==> src/rtl/cpu_pkg.sv <==
// Shared CPU definitions: front-end state encoding, boot address and
// instruction size. The PC register imports RESET_PC from here too, so
// the two always agree on the boot address.
package cpu_pkg;

  typedef enum logic {
    FETCH = 1'b0,
    DRAIN = 1'b1
  } fetch_state_e;

  localparam logic [31:0] RESET_PC    = 32'h0040_0000;
  localparam int          INSTR_BYTES = 4;

endpackage

==> src/rtl/fetch_ctrl_if.sv <==
// Bundle of signals between the fetch sequencer and the datapath.
// The master modport belongs to fetch_ctrl, which drives the pipeline
// controls. The slave modport belongs to the datapath/PC-register side,
// which supplies the PC, the hazards and the memory handshake.
interface fetch_ctrl_if #(
  parameter int WIDTH = 32
);
  logic [WIDTH-1:0] pc;
  logic             load_use;
  logic             ex_redirect;
  logic [WIDTH-1:0] ex_target;
  logic             imem_ready;
  logic             imem_req;
  logic [WIDTH-1:0] npc;
  logic             pc_stall;
  logic             if_id_stall;
  logic             if_id_flush;
  logic             id_ex_flush;
  logic [31:0]      bubble_cnt;

  modport master (
    input  pc, load_use, ex_redirect, ex_target, imem_ready,
    output imem_req, npc, pc_stall, if_id_stall, if_id_flush, id_ex_flush,
           bubble_cnt
  );

  modport slave (
    output pc, load_use, ex_redirect, ex_target, imem_ready,
    input  imem_req, npc, pc_stall, if_id_stall, if_id_flush, id_ex_flush,
           bubble_cnt
  );
endinterface

==> src/rtl/perf_counter.sv <==
// Free-running event counter with a synchronous clear and a count enable.
// When both are asserted, clear wins. The count wraps silently at the
// top of its range.
module perf_counter #(
  parameter int WIDTH = 32
) (
  input  logic             clk,
  input  logic             clear_i,
  input  logic             en_i,
  output logic [WIDTH-1:0] count_o
);

  logic [WIDTH-1:0] count_q;

  // Count qualified events; a clear overrides any increment.
  always_ff @(posedge clk) begin
    if (clear_i) begin
      count_q <= '0;
    end else if (en_i) begin
      count_q <= count_q + WIDTH'(1);
    end
  end

  assign count_o = count_q;

endmodule

==> src/rtl/fetch_ctrl.sv <==
// Front-end sequencer. It produces the next PC and the stall/flush
// controls for the PC, IF/ID and ID/EX registers. It also tracks a
// variable-latency instruction-memory handshake. A redirect that arrives
// while a fetch is still outstanding is parked in DRAIN until that fetch
// returns. The returned word is then flushed, and the PC jumps to the
// parked target.
module fetch_ctrl
  import cpu_pkg::fetch_state_e;
  import cpu_pkg::FETCH;
  import cpu_pkg::DRAIN;
  import cpu_pkg::INSTR_BYTES;
#(
  parameter int               WIDTH    = 32,
  parameter logic [WIDTH-1:0] RESET_PC = cpu_pkg::RESET_PC
) (
  input  logic         clk,
  input  logic         rst,
  input  logic         en,
  fetch_ctrl_if.master bus
);

  fetch_state_e     state_q, state_d;
  logic [WIDTH-1:0] pend_target_q, pend_target_d;

  logic [WIDTH-1:0] seq_pc;
  logic             imem_req;
  logic [WIDTH-1:0] npc;
  logic             pc_stall;
  logic             if_id_stall;
  logic             if_id_flush;
  logic             id_ex_flush;
  logic             count_bubble;

  assign seq_pc = bus.pc + WIDTH'(INSTR_BYTES);

  // Next-state and control decode. Reset and the global enable sit above
  // the per-state priority chain. npc defaults to the sequential address,
  // so it is never left undefined.
  always_comb begin
    state_d       = state_q;
    pend_target_d = pend_target_q;
    imem_req      = 1'b0;
    npc           = seq_pc;
    pc_stall      = 1'b0;
    if_id_stall   = 1'b0;
    if_id_flush   = 1'b0;
    id_ex_flush   = 1'b0;

    if (rst) begin
      state_d       = FETCH;
      pend_target_d = '0;
      npc           = RESET_PC;
      if_id_flush   = 1'b1;
      id_ex_flush   = 1'b1;
    end else if (!en) begin
      pc_stall    = 1'b1;
      if_id_stall = 1'b1;
    end else begin
      case (state_q)
        FETCH: begin
          imem_req = 1'b1;
          if (bus.ex_redirect && bus.imem_ready) begin
            npc         = bus.ex_target;
            if_id_flush = 1'b1;
            id_ex_flush = 1'b1;
          end else if (bus.ex_redirect) begin
            pend_target_d = bus.ex_target;
            pc_stall      = 1'b1;
            if_id_flush   = 1'b1;
            id_ex_flush   = 1'b1;
            state_d       = DRAIN;
          end else if (bus.load_use) begin
            pc_stall    = 1'b1;
            if_id_stall = 1'b1;
            id_ex_flush = 1'b1;
          end else if (!bus.imem_ready) begin
            pc_stall    = 1'b1;
            if_id_flush = 1'b1;
          end
        end
        DRAIN: begin
          imem_req    = 1'b1;
          pc_stall    = 1'b1;
          if_id_flush = 1'b1;
          if (bus.ex_redirect) begin
            pend_target_d = bus.ex_target;
          end
          if (bus.imem_ready) begin
            // A redirect arriving in the same cycle as the returned word
            // is newer than the parked one, so that redirect is taken.
            npc      = bus.ex_redirect ? bus.ex_target : pend_target_q;
            pc_stall = 1'b0;
            state_d  = FETCH;
          end
        end
        default: begin
          state_d = FETCH;
        end
      endcase
    end
  end

  // State and parked-target registers. Reset clears them, and a low
  // enable freezes them.
  always_ff @(posedge clk) begin
    if (rst) begin
      state_q       <= FETCH;
      pend_target_q <= '0;
    end else if (en) begin
      state_q       <= state_d;
      pend_target_q <= pend_target_d;
    end
  end

  // A bubble is any enabled, non-reset cycle in which the PC is held.
  assign count_bubble = en && !rst && pc_stall;

  perf_counter #(
    .WIDTH(32)
  ) u_bubble_cnt (
    .clk    (clk),
    .clear_i(rst),
    .en_i   (count_bubble),
    .count_o(bus.bubble_cnt)
  );

  assign bus.imem_req    = imem_req;
  assign bus.npc         = npc;
  assign bus.pc_stall    = pc_stall;
  assign bus.if_id_stall = if_id_stall;
  assign bus.if_id_flush = if_id_flush;
  assign bus.id_ex_flush = id_ex_flush;

endmodule
==> src/flat_wrapper.sv <==
// flat-port wrapper written by rule: the top's interface ports become plain ports
module fetch_ctrl_flat import cpu_pkg::fetch_state_e; import cpu_pkg::FETCH; import cpu_pkg::DRAIN; import cpu_pkg::INSTR_BYTES;
#(
  parameter int               WIDTH    = 32,
  parameter logic [WIDTH-1:0] RESET_PC = cpu_pkg::RESET_PC
)
  (clk, rst, en, bus_pc, bus_load_use, bus_ex_redirect, bus_ex_target, bus_imem_ready, bus_imem_req, bus_npc, bus_pc_stall, bus_if_id_stall, bus_if_id_flush, bus_id_ex_flush, bus_bubble_cnt);
  fetch_ctrl_if #(.WIDTH(WIDTH)) bus_i ();
  input  logic clk;
  input  logic rst;
  input  logic en;
  input wire logic [$bits(bus_i.pc)-1:0] bus_pc;
  input wire logic [$bits(bus_i.load_use)-1:0] bus_load_use;
  input wire logic [$bits(bus_i.ex_redirect)-1:0] bus_ex_redirect;
  input wire logic [$bits(bus_i.ex_target)-1:0] bus_ex_target;
  input wire logic [$bits(bus_i.imem_ready)-1:0] bus_imem_ready;
  output wire logic [$bits(bus_i.imem_req)-1:0] bus_imem_req;
  output wire logic [$bits(bus_i.npc)-1:0] bus_npc;
  output wire logic [$bits(bus_i.pc_stall)-1:0] bus_pc_stall;
  output wire logic [$bits(bus_i.if_id_stall)-1:0] bus_if_id_stall;
  output wire logic [$bits(bus_i.if_id_flush)-1:0] bus_if_id_flush;
  output wire logic [$bits(bus_i.id_ex_flush)-1:0] bus_id_ex_flush;
  output wire logic [$bits(bus_i.bubble_cnt)-1:0] bus_bubble_cnt;
  assign bus_i.pc = bus_pc;
  assign bus_i.load_use = bus_load_use;
  assign bus_i.ex_redirect = bus_ex_redirect;
  assign bus_i.ex_target = bus_ex_target;
  assign bus_i.imem_ready = bus_imem_ready;
  assign bus_imem_req = bus_i.imem_req;
  assign bus_npc = bus_i.npc;
  assign bus_pc_stall = bus_i.pc_stall;
  assign bus_if_id_stall = bus_i.if_id_stall;
  assign bus_if_id_flush = bus_i.if_id_flush;
  assign bus_id_ex_flush = bus_i.id_ex_flush;
  assign bus_bubble_cnt = bus_i.bubble_cnt;
  fetch_ctrl #(.WIDTH(WIDTH), .RESET_PC(RESET_PC)) u_core (.clk(clk), .rst(rst), .en(en), .bus(bus_i));
endmodule
==> config.mk <==
export PLATFORM = sky130hd
export DESIGN_NAME = fetch_ctrl_flat
export DESIGN_NICKNAME = d
export VERILOG_FILES = /design/src/rtl/cpu_pkg.sv /design/src/rtl/fetch_ctrl_if.sv /design/src/rtl/perf_counter.sv /design/src/rtl/fetch_ctrl.sv /design/src/flat_wrapper.sv
export SDC_FILE = /design/constraint.sdc
export NUM_CORES = 1
export LEC_CHECK = 0
export BUFFER_PORTS_ARGS = -buffer_cell sky130_fd_sc_hd__buf_4
export CORE_MARGIN = 10
export CORE_UTILIZATION = 35
export DETAILED_ROUTE_END_ITERATION = 7
export MAX_ROUTING_LAYER = met4
export PLACE_DENSITY_LB_ADDON = 0.08
export SYNTH_ARGS = -nofsm -noshare
export SYNTH_HDL_FRONTEND = slang
export SYNTH_SLANG_ARGS = --single-unit
export TNS_END_PERCENT = 30
==> constraint.sdc <==
create_clock -name clk -period 6.3 [get_ports clk]
set_input_delay 0.945 -clock clk [delete_from_list [all_inputs] [get_ports clk]]
set_output_delay 0.945 -clock clk [all_outputs]
set_load 0.03 [all_outputs]
# [Word level (Yosys, flattened, before mapping)]
# Index checks and enable logic that the tools add are counted.
[word_totals] in_bits=70 register_bits=65 wordCells=49 out_inout_bits=69
[op_classes] n_bitwise=1 n_reduce_logical=5 muxes=37 n_addsub=2 eq_ne=1
[op_table] cell="32-bit 2-to-1 mux" count=6
[op_table] cell="32-bit one-hot mux with 2 select lines" count=2
[op_table] cell="32-bit by 1-bit adder with 32-bit output (second input constant)" count=1
[op_table] cell="32-bit by 3-bit adder with 32-bit output (second input constant)" count=1
[op_table] cell="1-bit 2-to-1 mux" count=26
[op_table] cell="1-bit one-hot mux with 2 select lines" count=3
[op_table] cell="1-bit logical AND" count=3
[op_table] cell="2-bit != test (second input constant)" count=1
[op_table] cell="2-bit AND reduction" count=1
[op_table] cell="1-bit zero test" count=1
[op_table] cell="1-bit inverter" count=1

# [Depth between registers and ports, before layout]
[depth] ltp_word=8 mapped_depth=8 ltp_nobuf=6

# [Cells and area by module]
# Synthesis repeated with hierarchy kept, for this count alone.
[unflattened] cells_unflattened=574 area_unflattened_um2=4277.9
[by_module_without_submodules] mod="fetch_ctrl" seq_area_each_um2=660.6 cells_each=392 area_each_um2=2706.3 instances=1
[by_module_without_submodules] mod="perf_counter" seq_area_each_um2=640.6 cells_each=182 area_each_um2=1571.5 instances=1

# [Worst setup path before layout]
# Ideal clock, no wire load.
[synth_timing] path_type="input -> output" start="input port bus_ex_redirect" end="output port bus_npc[3]" arrival_ns=3.304 setup_slack_ns=2.051 n_path_buf=3 path_stages=5 required_time_ns=5.355 path_cell_list="buf_2 > clkbuf_1 > clkbuf_1 > a211oi_1 > a2111oi_0"
[synth_between] elab_chain_cells=5 word_cells_on_any_way=7 classes_between="mux (6); reduce/logical (1)"
[synth_lines] item="start: declaration" line="flat_wrapper.sv:14" rtl="input wire logic [$bits(bus_i.ex_redirect)-1:0] bus_ex_redirect;"
[synth_lines] item="32-bit 2-to-1 mux or 1-bit logical AND (tied branches)"
[synth_lines] item="32-bit 2-to-1 mux, on equally long branches" line="fetch_ctrl.sv:88, fetch_ctrl.sv:62"
[synth_lines] item="32-bit one-hot mux with 2 select lines *" line="fetch_ctrl.sv:59" rtl="case (state_q)"
[synth_lines] item="32-bit 2-to-1 mux *" line="fetch_ctrl.sv:55" rtl="end else if (!en) begin"
[synth_lines] item="32-bit 2-to-1 mux *" line="fetch_ctrl.sv:49" rtl="if (rst) begin"
[synth_lines] item="end: declaration" line="flat_wrapper.sv:18" rtl="output wire logic [$bits(bus_i.npc)-1:0] bus_npc;"
# Every way passes the cells marked *; elsewhere a longest branch is shown, timed or not.

# [Worst setup path in the final report]
[layout_timing] start="input port bus_pc[2]" end="output port bus_npc[18]"
[layout_between] elab_chain_cells=5 word_cells_on_any_way=6 classes_between="add/sub (1); mux (5)"
[layout_lines] item="start: declaration" line="flat_wrapper.sv:12" rtl="input wire logic [$bits(bus_i.pc)-1:0] bus_pc;"
[layout_lines] item="32-bit by 3-bit adder with 32-bit output *" line="fetch_ctrl.sv:34" rtl="assign seq_pc = bus.pc + WIDTH'(INSTR_BYTES);"
[layout_lines] item="32-bit 2-to-1 mux, on equally long branches" line="fetch_ctrl.sv:88, fetch_ctrl.sv:62"
[layout_lines] item="32-bit one-hot mux with 2 select lines" line="fetch_ctrl.sv:59"
[layout_lines] item="32-bit 2-to-1 mux *" line="fetch_ctrl.sv:55"
[layout_lines] item="32-bit 2-to-1 mux *" line="fetch_ctrl.sv:49"
# Marked as above.

==> flow_metrics.py <==
metrics = {
    "run_status": {
        "status": "completed",
    },
    "setup_path": {
        "crit_fanout": 5,
        "cp_top_family": "simple AND/OR/NAND/NOR gates",
        "crit_arrival_ns": 3.28,
        "crit_path_end_kind": "output port",
        "cp_cell_sequence": "buf_4 > ha_1 > nand2_1 > nor4_1 > nand3_1 > xor2_1 > a221oi_1 > buf_4",
        "timing.setup.critical_path_class": "in -> out",
        "cp_num_buf_inv": 2,
        "cp_common_cell": "buf_4",
        "slowest_stage": "nor4_1",
        "crit_path_max_incr_delay_ns": 0.99,
        "start_kind": "input pin",
        "cp.required_ns": 5.35,
    },
    "pwr": {
        "p_int_mw": 0.858,
        "switching_share": 0.286,
        "pwr_density_cell_nw_per_um2": 215,
        "power_frac_clock": 0.463,
        "p_sw_mw": 0.344,
        "comb_power_share": 0.183,
        "p_seq_frac": 0.354,
        "peakVddDrop_v": 0.000106,
        "p_leak_nw": 2.14,
    },
    "yosys": {
        "syn_area_per_cell_sq_um": 7.44,
        "synth_seq_cells": 65,
        "synth_area_leader_cell": "dfxtp_1",
        "synth-edff-count": 0,
        "synthDominantCellAreaShare": 0.312,
        "seq_area_frac_synth": 0.312,
        "async_flop_share": 0,
        "ys.flop_type": "dfxtp_1",
        "syn_area_sq_um": 4170,
        "ys_types": 45,
        "syn_nets": 633,
        "netlist_instances": 561,
        "yosys-top-cells-area": "dfxtp_1 (31%), nand2_1 (8.5%), a21oi_1 (6.1%)",
        "yosysWarnings": 0,
    },
    "die": {
        "dieHeight_um": 129,
        "dieWidth_um": 129,
        "rows": 39,
        "initial_utilization": 0.361,
        "io_pins": 139,
        "dieArea_sq_um": 16700,
        "core_area_sq_um": 11600,
    },
    "routing": {
        "first_pass_iters": 4,
        "drt-initial-drc-count": 261,
        "via_count": 4497,
        "wl_per_cell_um": 17.3,
        "drc_errors": 0,
        "post_drt_via_cell_ratio": 5.47,
        "wirelength_um": 14200,
        "postRouteAntennaNets": 0,
    },
    "min_path": {
        "hold_path_class": "reg -> reg",
    },
    "clock_tree": {
        "cts_buffers": 9,
        "clock_sinks": 65,
        "cts_root_buf": "clkbuf_16",
        "cts.clk_slew.worst_paths_ns": 0.06,
        "cts_setup_buffers": 0,
        "post_cts_resize_count": 0,
        "clockBufferDepth": 2,
        "clkLatencyLatePin_ns": 0.34,
        "hold_buffers": 0,
        "htree_levels": 3,
        "cts_tree": "built",
    },
    "global_route": {
        "grt_max_degree": 72,
        "grt_pass1_vias": 4376,
        "grt_pass1_wl_um": 22600,
        "grt.overflow.total": 0,
        "antenna_found_initial": 0,
        "grtUsageTotal": 0.171,
    },
    "cells_and_area": {
        "nets": 746,
        "area_delta_synth_final_pct": 33.8,
        "n_antenna_cell": 0,
        "layout-drive-gt1-share": 0.250,
    },
    "timing": {
        "finalSetupViolations": 0,
        "report.final.hold_viol_count": 0,
        "drv_slew": 0,
        "fin_crit_ns": 4.22,
        "rsz0062_at_grt": "false",
        "worstMarginPinSlew_ns": 1.26,
        "relSlewSlack": 0.163,
        "clock_skew_ns": 0.00983,
        "finalWorstSetupSlack_ns": 2.08,
        "fmax_mhz": 237,
        "finalCritPeriodShare": 0.670,
        "setup_tns_ns": 0,
    },
    "placed_design": {
        "port_buffers": 138,
        "place.detailed.hpwl_um": 10200,
        "dp_slack_ns": 2.08,
        "gp_congestion": 0.800,
    },
    "run": {
        "max_cap_violations": 0,
    },
}
-- cell type report --
cell class,count,area [sq um]
fillers,1161,5980
multi-input cells,443,2660
flip-flops and latches,65,1300
repair buffers,143,1070
clock buffers,9,225
well taps,143,179
clock inverters,7,103
inverters,12,45.0
-- routing by layer --
| layer | global-route usage | routed length, um | part of all wire | vias to the layer above |
|---|---|---|---|---|
| li1 | - | - | - | 2248 |
| met1 | 0.196 | 6210 | 0.44 | 2122 |
| met2 | 0.282 | 6970 | 0.49 | 113 |
| met3 | 0.0432 | 869 | 0.061 | 14 |
| met4 | 0.0629 | 183 | 0.013 | 0 |
| met5 | - | 0 | 0 | - |
-- sequential cells by signal (all words and copies together), names as in the netlist --
| signal | flops |
|---|---|
| u_core.state_q | 1 |
| u_core.u_bubble_cnt.count_o | 32 |
| u_core.pend_target_q | 32 |
-- worst reg2reg max path, stage by stage (launching register included) --
cell and delay [ns]:
dfxtp_1 0.42, or3b_1 0.58, a211oi_4 0.52, nand4_1 0.55, or4_1 0.59, a21oi_1 0.15
-- path summary, 6_finish.rpt --
| check | start | endpoint | slack [ns] | cells after the start |
|---|---|---|---|---|
| worst max register to register | u_core.state_q$_SDFFE_PP0P_ | u_core.u_bubble_cnt.count_o[27]$_SDFFE_PP0P_ | 3.43 | 5 |
| worst max-delay path | bus_pc[2] | bus_npc[18] | 2.08 | 8 |
| worst min-delay path | u_core.pend_target_q[19]$_SDFFE_PP0P_ | u_core.pend_target_q[19]$_SDFFE_PP0P_ | 0.45 | 2 |
| worst min register to register | u_core.pend_target_q[19]$_SDFFE_PP0P_ | u_core.pend_target_q[19]$_SDFFE_PP0P_ | 0.45 | 2 |
-- power groups by stage --
stage	logic [mW]	clock network (mW)	registers, mW
floorplan	0.126	0	0.435
global placement	0.220	0	0.435
detailed placement	0.221	0	0.435
CTS	0.222	0.570	0.426
global route	0.239	0.590	0.427
finish	0.220	0.556	0.426
-- synthesized netlist by cell type (3+ instances only) --
| cell type | count |
|---|---|
| a211oi_1 | 4 |
| nand4_1 | 19 |
| nor4_1 | 5 |
| or4_1 | 3 |
| a2111oi_0 | 3 |
| buf_6 | 3 |
| dfxtp_1 | 65 |
| nor2_1 | 36 |
| xnor2_1 | 17 |
| or2_2 | 3 |
| or3_1 | 8 |
| nor3_1 | 7 |
| o31ai_1 | 30 |
| nand3b_1 | 3 |
| a21oi_1 | 51 |
| and2_1 | 3 |
| nand3_1 | 24 |
| clkbuf_1 | 34 |
| nand2_1 | 95 |
| nand2b_1 | 28 |
| nor2b_1 | 3 |
| a21o_1 | 3 |
| o21ai_1 | 10 |
| inv_1 | 12 |
| and4_1 | 7 |
| and3_1 | 7 |
| a221oi_1 | 25 |
| o21ai_0 | 7 |
| xor2_1 | 24 |
-- per-stage QoR --
stage / util / cells / hold WS, ns / area (sq um) / power (mW)
5_1_grt: 0.483 / 822 / 0.470 / 5580 / 1.26
3_5_place_dp: 0.454 / 806 / 0.447 / 5260 / 0.656
6_report: 0.483 / 822 / 0.453 / 5580 / 1.20
3_3_place_gp: 0.454 / 806 / 0.442 / 5260 / 0.654
4_1_cts: 0.483 / 822 / 0.455 / 5580 / 1.22
2_1_floorplan: - / 561 / 0.436 / 4170 / 0.560
-- cell families (layout without fill, tap and decap cells) --
kind of cell    after synthesis  after routing  synth area share
mux                           2              2           0.00480
fa+ha+maj                     2              2           0.00599
flops                        65             65             0.312
compound gates              141            141             0.228
buf+inv                      53            171            0.0537
simple gates                257            257             0.310
xor+xnor                     41             41            0.0860
-- layout by cell type, fill, tap and decap left out, drive strengths merged, types with 6 or more instances in the layout --
cell and count:
and3 7, and4 7, o21ai 17, inv 14, nand4 20, a21oi 51
buf 143, clkbuf 9, a211oi 6, xor2 24, nor3 7, nor4 7
a221oi 25, nand3 24, nand2 95, nand2b 28, nor2 36, o31ai 30
xnor2 17, dfxtp 65, or3 8
(Power assumes the default switching activity.)
